===== src/rtl/rr_arbiter.sv =====
`default_nettype none
// ============================================================================
//  Module   : rr_arbiter
//  Purpose  : Round-robin arbiter with sticky grants. Drives a registered
//             one-hot grant plus a binary select for a downstream mux.
//             Optional macro ARB_TIMEOUT_EN adds MAX_HOLD-cycle forced hand-off.
//  Revision : 1.0  initial release
// ============================================================================
module rr_arbiter #(
   parameter  int N_REQ    = 4,
   parameter  int MAX_HOLD = 8,
   localparam int IDX_W    = $clog2(N_REQ)
) (
   input  logic             i_clk,
   input  logic             i_rst_n,
   input  logic [N_REQ-1:0] i_req,
   output logic [N_REQ-1:0] o_gnt,
   output logic             o_gnt_vld,
   output logic [IDX_W-1:0] o_gnt_idx,
   output logic             o_preempt
);

   localparam int         PW    = IDX_W + 1;
   localparam logic [0:0] IDLE  = 1'b0;
   localparam logic [0:0] GRANT = 1'b1;

   logic [0:0]       state_q, state_d;
   logic [N_REQ-1:0] gnt_q, gnt_d;
   logic             vld_q, vld_d;
   logic [IDX_W-1:0] idx_q, idx_d;
   logic [IDX_W-1:0] ptr_q, ptr_d;

   logic [N_REQ-1:0] cand;
   logic             owner_req;
   logic             found;
   logic [IDX_W-1:0] win;
   logic [PW-1:0]    pos;
   logic             do_grant;

`ifdef ARB_TIMEOUT_EN
   localparam int CW = $clog2(MAX_HOLD + 1);
   logic [CW-1:0] cnt_q, cnt_d;
   logic          preempt_q, preempt_d;
   logic          timeout;
`else
   logic unused_max_hold;
   assign unused_max_hold = ^MAX_HOLD;
`endif

   // The current owner is masked out so a release or revocation hands off directly.
   assign cand      = i_req & ~gnt_q;
   assign owner_req = |(i_req & gnt_q);

   always_comb begin : search
      found = 1'b0;
      win   = '0;
      pos   = '0;
      for (int k = 0; k < N_REQ; k++) begin
         pos = PW'(ptr_q) + PW'(k);
         if (pos >= PW'(N_REQ)) begin
            pos = pos - PW'(N_REQ);
         end
         if (!found && cand[pos[IDX_W-1:0]]) begin
            found = 1'b1;
            win   = pos[IDX_W-1:0];
         end
      end
   end

`ifdef ARB_TIMEOUT_EN
   assign timeout = (cnt_q >= CW'(MAX_HOLD)) && found;
`endif

   always_comb begin : next_state
      state_d  = state_q;
      gnt_d    = gnt_q;
      vld_d    = vld_q;
      idx_d    = idx_q;
      ptr_d    = ptr_q;
      do_grant = 1'b0;
`ifdef ARB_TIMEOUT_EN
      cnt_d     = cnt_q;
      preempt_d = 1'b0;
`endif
      case (state_q)
         IDLE: begin
            if (found) begin
               do_grant = 1'b1;
            end
         end
         GRANT: begin
            if (!owner_req) begin
               if (found) begin
                  do_grant = 1'b1;
               end else begin
                  gnt_d   = '0;
                  vld_d   = 1'b0;
                  state_d = IDLE;
               end
            end
`ifdef ARB_TIMEOUT_EN
            else if (timeout) begin
               do_grant  = 1'b1;
               preempt_d = 1'b1;
            end else if (cnt_q != CW'(MAX_HOLD)) begin
               cnt_d = cnt_q + CW'(1);
            end
`endif
         end
         default: begin
            state_d = IDLE;
         end
      endcase

      if (do_grant) begin
         state_d = GRANT;
         gnt_d   = N_REQ'(1) << win;
         vld_d   = 1'b1;
         idx_d   = win;
         ptr_d   = (win == IDX_W'(N_REQ - 1)) ? '0 : win + IDX_W'(1);
`ifdef ARB_TIMEOUT_EN
         // Counter holds the number of cycles the owner has had, including this one.
         cnt_d   = CW'(1);
`endif
      end
   end

   always_ff @(posedge i_clk) begin
      if (!i_rst_n) begin
         state_q <= IDLE;
         gnt_q   <= '0;
         vld_q   <= 1'b0;
         idx_q   <= '0;
         ptr_q   <= '0;
      end else begin
         state_q <= state_d;
         gnt_q   <= gnt_d;
         vld_q   <= vld_d;
         idx_q   <= idx_d;
         ptr_q   <= ptr_d;
      end
   end

`ifdef ARB_TIMEOUT_EN
   always_ff @(posedge i_clk) begin
      if (!i_rst_n) begin
         cnt_q     <= '0;
         preempt_q <= 1'b0;
      end else begin
         cnt_q     <= cnt_d;
         preempt_q <= preempt_d;
      end
   end
   assign o_preempt = preempt_q;
`else
   assign o_preempt = 1'b0;
`endif

   assign o_gnt     = gnt_q;
   assign o_gnt_vld = vld_q;
   assign o_gnt_idx = idx_q;

endmodule
`default_nettype wire


===== config.mk =====
export PLATFORM = sky130hd
export DESIGN_NAME = rr_arbiter
export DESIGN_NICKNAME = d
export VERILOG_FILES = /design/src/rtl/rr_arbiter.sv
export SDC_FILE = /design/constraint.sdc
export NUM_CORES = 1
export LEC_CHECK = 0
export CORE_UTILIZATION = 47
export DETAILED_ROUTE_END_ITERATION = 12
export PLACE_DENSITY_LB_ADDON = 0.2
export RECOVER_POWER = 25
export SLEW_MARGIN = 40
export SYNTH_ARGS = -nofsm -noshare
export SYNTH_HDL_FRONTEND = slang
export SYNTH_SLANG_ARGS = --single-unit

===== constraint.sdc =====
create_clock -name i_clk -period 2.1 [get_ports i_clk]
set_input_delay 0.42 -clock i_clk [delete_from_list [all_inputs] [get_ports i_clk]]
set_output_delay 0.42 -clock i_clk [all_outputs]
set_load 0.005 [all_outputs]

-- Word level (Yosys, flattened, before mapping)
Cells that the tools add are included.
W data, S select, Z words.
- output and inout port bits: 8
- logic and storage cells: 73
- bits in registers: 10
- input bits: 6
- reduce and logical (&&, ||, !) cells: 9
- add/subtract/negate cells: 8
- bitwise gates (word level): 4
- multiplexer cells: 35
- equal/unequal tests: 3
- shift-type cells: 1
- magnitude comparators: 8
- operator list (kind ; number):
    $mux W2 ; 9
    $mux W1 ; 17
    $mux W4 ; 4
    $lt A2 B3 Y1 const B ; 4
    $ge A3 B3 Y1 const B ; 3
    $and A4 B4 Y4 ; 2
    $bmux W1 S2 ; 4
    $sub A2 B1 Y2 const B ; 4
    $add A2 B2 Y3 const B ; 2
    $ne A2 B1 Y1 const B ; 2
    $not A4 Y4 ; 1
    $reduce_or A4 Y1 ; 1
    $shl A1 B2 Y4 const A ; 1
    $add A2 B1 Y3 const B ; 1
    $ge A2 B3 Y1 const B ; 1
    $logic_and A1 B1 Y1 ; 3
    $logic_not A1 Y1 ; 3
    $reduce_and A3 Y1 ; 1
    $add A2 B1 Y2 const B ; 1
    $eq A2 B2 Y1 const B ; 1
    $pmux W1 S2 ; 1
    $reduce_bool A2 Y1 ; 1
    $not A1 Y1 ; 1

-- Depth between registers and ports, before layout
- word-level depth: 19
- mapped depth: 7
- mapped depth without buffers: 7

-- Worst setup path after synthesis
OpenSTA, ideal clock, no wires.
- path type: input -> register
- start point: in i_req[3]
- end point: reg gnt_q[0] (netlist: o_gnt[0])
- slack: 351 ps
- arrival: 1674 ps
- buffers on the path: 1
- stages on the path: 7
- required time: 2025 ps
- cell sequence: nor2b_2 -> or4_4 -> buf_6 -> or2b_1 -> ha_1 -> nand2_1 -> o22ai_1
- longest elaborated chain between the ends: 18
- elaborated cells on any way between the ends: 34
- classes of those cells: eq/ne: 2; shift: 1; mux: 20; bitwise: 2; reduce/logical: 9
- RTL lines (what ; line ; RTL):
    start: declaration ; 16 ; input logic [N_REQ-1:0] i_req,
    $and A4 B4 Y4 ; 51 ; assign cand = i_req & ~gnt_q;
    $bmux W1 S2 ; 63 ; if (!found && cand[pos[IDX_W-1:0]]) begin
    $mux W1 (not written as such) ; 63 ;
    $mux W1 ; 63 ;
    $logic_not A1 Y1 ; 63 ;
    $logic_and A1 B1 Y1 ; 63 ;
    $mux W1 ; 63 ;
    $logic_not A1 Y1 ; 63 ;
    [... 2 more ...] ; - ;
    $logic_not A1 Y1 ; 63 ;
    $logic_and A1 B1 Y1 ; 63 ;
    $mux W1 ; 63 ;
    $mux W1 ; 87, 93 ;
    $mux W1 ; 92 ; if (!owner_req) begin
    $pmux W1 S2 ; 85 ; case (state_q)
    $ne A2 B1 Y1 (no source line) or $reduce_bool A2 Y1 (tied branches) ; - ;
    $reduce_and A3 Y1 (no source line) ; - ;
    end signal: assignment ; 137 ; gnt_q <= gnt_d;
    end: declaration ; 28 ; logic [N_REQ-1:0] gnt_q, gnt_d;
Several ways; a longest one is shown, not always the timed one. The select of a mux whose other input is x is not followed.
A chain may end at the register's enable or synchronous reset.

-- Worst setup path after layout
- start point: in i_req[1]
- end point: reg ptr_q[1]
- longest elaborated chain between the ends: 16
- elaborated cells on any way between the ends: 31
- classes of those cells: add/sub: 1; eq/ne: 1; mux: 20; bitwise: 2; reduce/logical: 7
- RTL lines (what ; line ; RTL):
    $and A4 B4 Y4 ; 51 ;
    $bmux W1 S2 ; 63 ;
    $mux W1 (not written as such) ; 63 ;
    $mux W1 ; 63 ;
    $logic_not A1 Y1 ; 63 ;
    $logic_and A1 B1 Y1 ; 63 ;
    $mux W1 ; 63 ;
    $logic_not A1 Y1 ; 63 ;
    $logic_and A1 B1 Y1 ; 63 ;
    $mux W1 ; 63 ;
    $logic_not A1 Y1 ; 63 ;
    $logic_and A1 B1 Y1 ; 63 ;
    $mux W1 ; 63 ;
    $mux W1 ; 87, 93 ;
    $mux W1 ; 92 ;
    $pmux W1 S2 ; 85 ;
    end signal: assignment ; 140 ; ptr_q <= ptr_d;
    end: declaration ; 31 ; logic [IDX_W-1:0] ptr_q, ptr_d;
Several ways; a longest one is shown, not always the timed one. The select of a mux whose other input is x is not followed.

==> flow_summary.json <==
{
  "core.rowCount": 12,
  "yosysTopAreaCellShare_pct": 32.1,
  "grt-ovfl-total": 0,
  "yosys.area_share.adder_pct": 8.02,
  "period_needed_ns": 2.01,
  "synth_edf_count": 0,
  "wl_met2_microns": 641,
  "setup_viol": 0,
  "cts_root_buf": "clkbuf_4",
  "grt_antenna_before_repair": 0,
  "seq_area_frac_synth_pct": 32.1,
  "tritoncts": "yes",
  "arrival_ns": 2.18,
  "max-vdd-ir-drop_v": 0.000717,
  "worstHoldStart": "state_q$_SDFF_PN0_",
  "layout-drive-gt1-share_pct": 22.7,
  "wl_microns": 1460,
  "die_area_sq_um": 1480,
  "synth_compound_area_share_pct": 28.5,
  "r2r_start": "o_gnt[1]$_SDFFE_PN0P_",
  "top_layer": "met4",
  "synthMuxAreaShare_pct": 0,
  "initialDrtViolationCount": 17,
  "path_class": "input port to flop",
  "min_path_cells": 1,
  "drc": 0,
  "routed_via_density": 5.71,
  "leakage_uw": 0.000370,
  "numCtsBuffers": 3,
  "cts_max_level": 1,
  "synth_area_leader_cell": "dfxtp_1",
  "fin_worst_skew_ns": 0.00111,
  "routedWlPerCell_microns": 13.2,
  "syn_nets": 85,
  "seq_area_sq_um": 200,
  "hold_viol_final": 0,
  "synth.avg_cell_area_sq_um": 8.32,
  "antenna_left": 0,
  "cts_max_path_buffers": 2,
  "area_growth_pct": 36.3,
  "maxCapViolCount": 0,
  "num-fill-cells": 90,
  "synth_top_family_by_area": "compound AO/OA/AOI/OAI gates",
  "synth_xor_area_share_pct": 0,
  "grt_pass1_vias": 520,
  "num_antenna_cells": 0,
  "power_uw": 1080,
  "num_vias": 634,
  "wl_met3_microns": 41,
  "ys_ff_latch": 10,
  "synth.cell_area_sq_um": 624,
  "multi_input_comb_area_sq_um": 394,
  "place_congestion": 0.867,
  "clkTransAtPathRegs_ns": 0.07,
  "slew_violations": 0,
  "whs_ns": 0.471,
  "met1Wirelength_microns": 721,
  "postCtsHoldBufs": 0,
  "worstSetupStartpointType": "input port",
  "crit_path_start": "i_req[1]",
  "fin_crit_sh_pct": 95.7,
  "grt_pass1_wl_microns": 2170,
  "fmax_mhz": 498,
  "hpwl_microns": 1090,
  "synth.most_common_cell": "nand2_1",
  "clock_sinks": 10,
  "yosys-top-cells-area": "dfxtp_1 (32%), nand2_1 (8.4%), ha_1 (8.0%)",
  "ff2ff_path_depth": 6,
  "clock_latency_ns": 0.27,
  "synthCells": 75,
  "status": "completed",
  "grt_max_degree": 12,
  "synth_ff_type": "dfxtp_1",
  "ios": 14,
  "start_util_pct": 53.3,
  "async_flop_share_pct": 0,
  "die_h_microns": 38.4,
  "core_sq_um": 1170,
  "yosysWarnings": 0,
  "p_per_area_nw_per_um2": 1270,
  "path_max_fanout": 5,
  "synth_common_cells": "nand2_1 (14), dfxtp_1 (10), a21oi_1 (5)",
  "die_w_microns": 38.4,
  "worst_ep_required_time_ns": 2.27,
  "drt-pass1-iter-count": 5,
  "synth-simple-area-share_pct": 25.3,
  "num-nets-final": 108,
  "cp-end-kind": "flop",
  "synthDistinctLibCells": 36,
  "hold_path.class": "flop to flop",
  "grt_use_total_pct": 21.3,
  "io_buffers": 12
}
worst paths after layout:
path / slack (ns) / to
setup / recovery: 0.09 / ptr_q[1]$_SDFFE_PN0P_
hold / removal: 0.47 / o_gnt_vld$_SDFFE_PN0P_
hold reg to reg: 0.47 / o_gnt_vld$_SDFFE_PN0P_
setup reg to reg: 0.36 / ptr_q[1]$_SDFFE_PN0P_
cells by family (layout without fill, tap and decap cells):
kind of cell	Yosys count	count (layout)
AO/OA/AOI/OAI	24	24
adder cells (fa/ha/maj)	4	4
buffers and inverters	6	28
flip-flops	10	10
other	1	1
AND/OR/NAND/NOR	30	30
flip-flops by register name, summed over array words and instances (netlist names):
signal	flops
o_gnt	4
o_gnt_idx	2
o_gnt_vld	1
ptr_q	2
state_q	1
per-stage QoR:
step | instances | utilization, % | cell area (sq um) | setup WS (ns) | setup TNS [ns]
6_report | 111 | 72.6 | 851 | 0.0909 | 0
3_5_place_dp | 105 | 67.8 | 795 | -0.262 | -1.15
3_3_place_gp | 105 | 67.8 | 795 | -0.141 | -0.605
4_1_cts | 109 | 70.9 | 831 | 0.00531 | 0
5_1_grt | 111 | 72.6 | 851 | -0.0480 | -0.0520
2_1_floorplan | 75 | - | 624 | 0.351 | 0
final cells by class:
class / instances / area share (%)
tap: 14 / 2.06
clock buffer: 4 / 4.26
timing repair buffer: 22 / 22.9
inverter: 2 / 0.882
sequential: 10 / 23.5
multi-input combinational: 59 / 46.3
metal layers:
metal | vias up | global-route usage (%)
met5 | - | 0
met4 | 0 | 12.9
met3 | 6 | 1.74
met2 | 19 | 33.9
met1 | 291 | 27.8
li1 | 318 | -
placed cells by master, fill, tap and decap left out, drive strengths merged, types with 2 or more instances in the layout:
cell / netlist / final
a211oi: 2 / 2
a21o: 2 / 2
a21oi: 5 / 5
a22o: 2 / 2
a41o: 2 / 2
buf: 3 / 10
clkbuf: 1 / 4
clkdlybuf4s50: 0 / 9
dfxtp: 10 / 10
dlygate4sd3: 0 / 3
ha: 4 / 4
inv: 2 / 2
nand2: 14 / 14
nand2b: 2 / 2
nor2: 2 / 2
nor2b: 4 / 4
nor3: 2 / 2
o22ai: 4 / 4
or2b: 2 / 2
critical path, stage by stage:
cell	delay (ns)
clkdlybuf4s50_1	0.42
nor2b_2	0.19
or3_1	0.35
o211ai_1	0.16
nor2_1	0.11
ha_1	0.28
a311oi_1	0.25
what timing repair did:
action	CTS	global route
gates resized for setup	0	2
endpoints found under the setup margin	0	3
setup buffers	0	2
where the power goes:
part	switching [uW]	leakage (uW)	internal (uW)
logic	257	0.000267	318
clock network	72.0	0.0000210	105
registers	70.5	0.0000828	257
No activity file was read; power rests on OpenSTA's default activity.
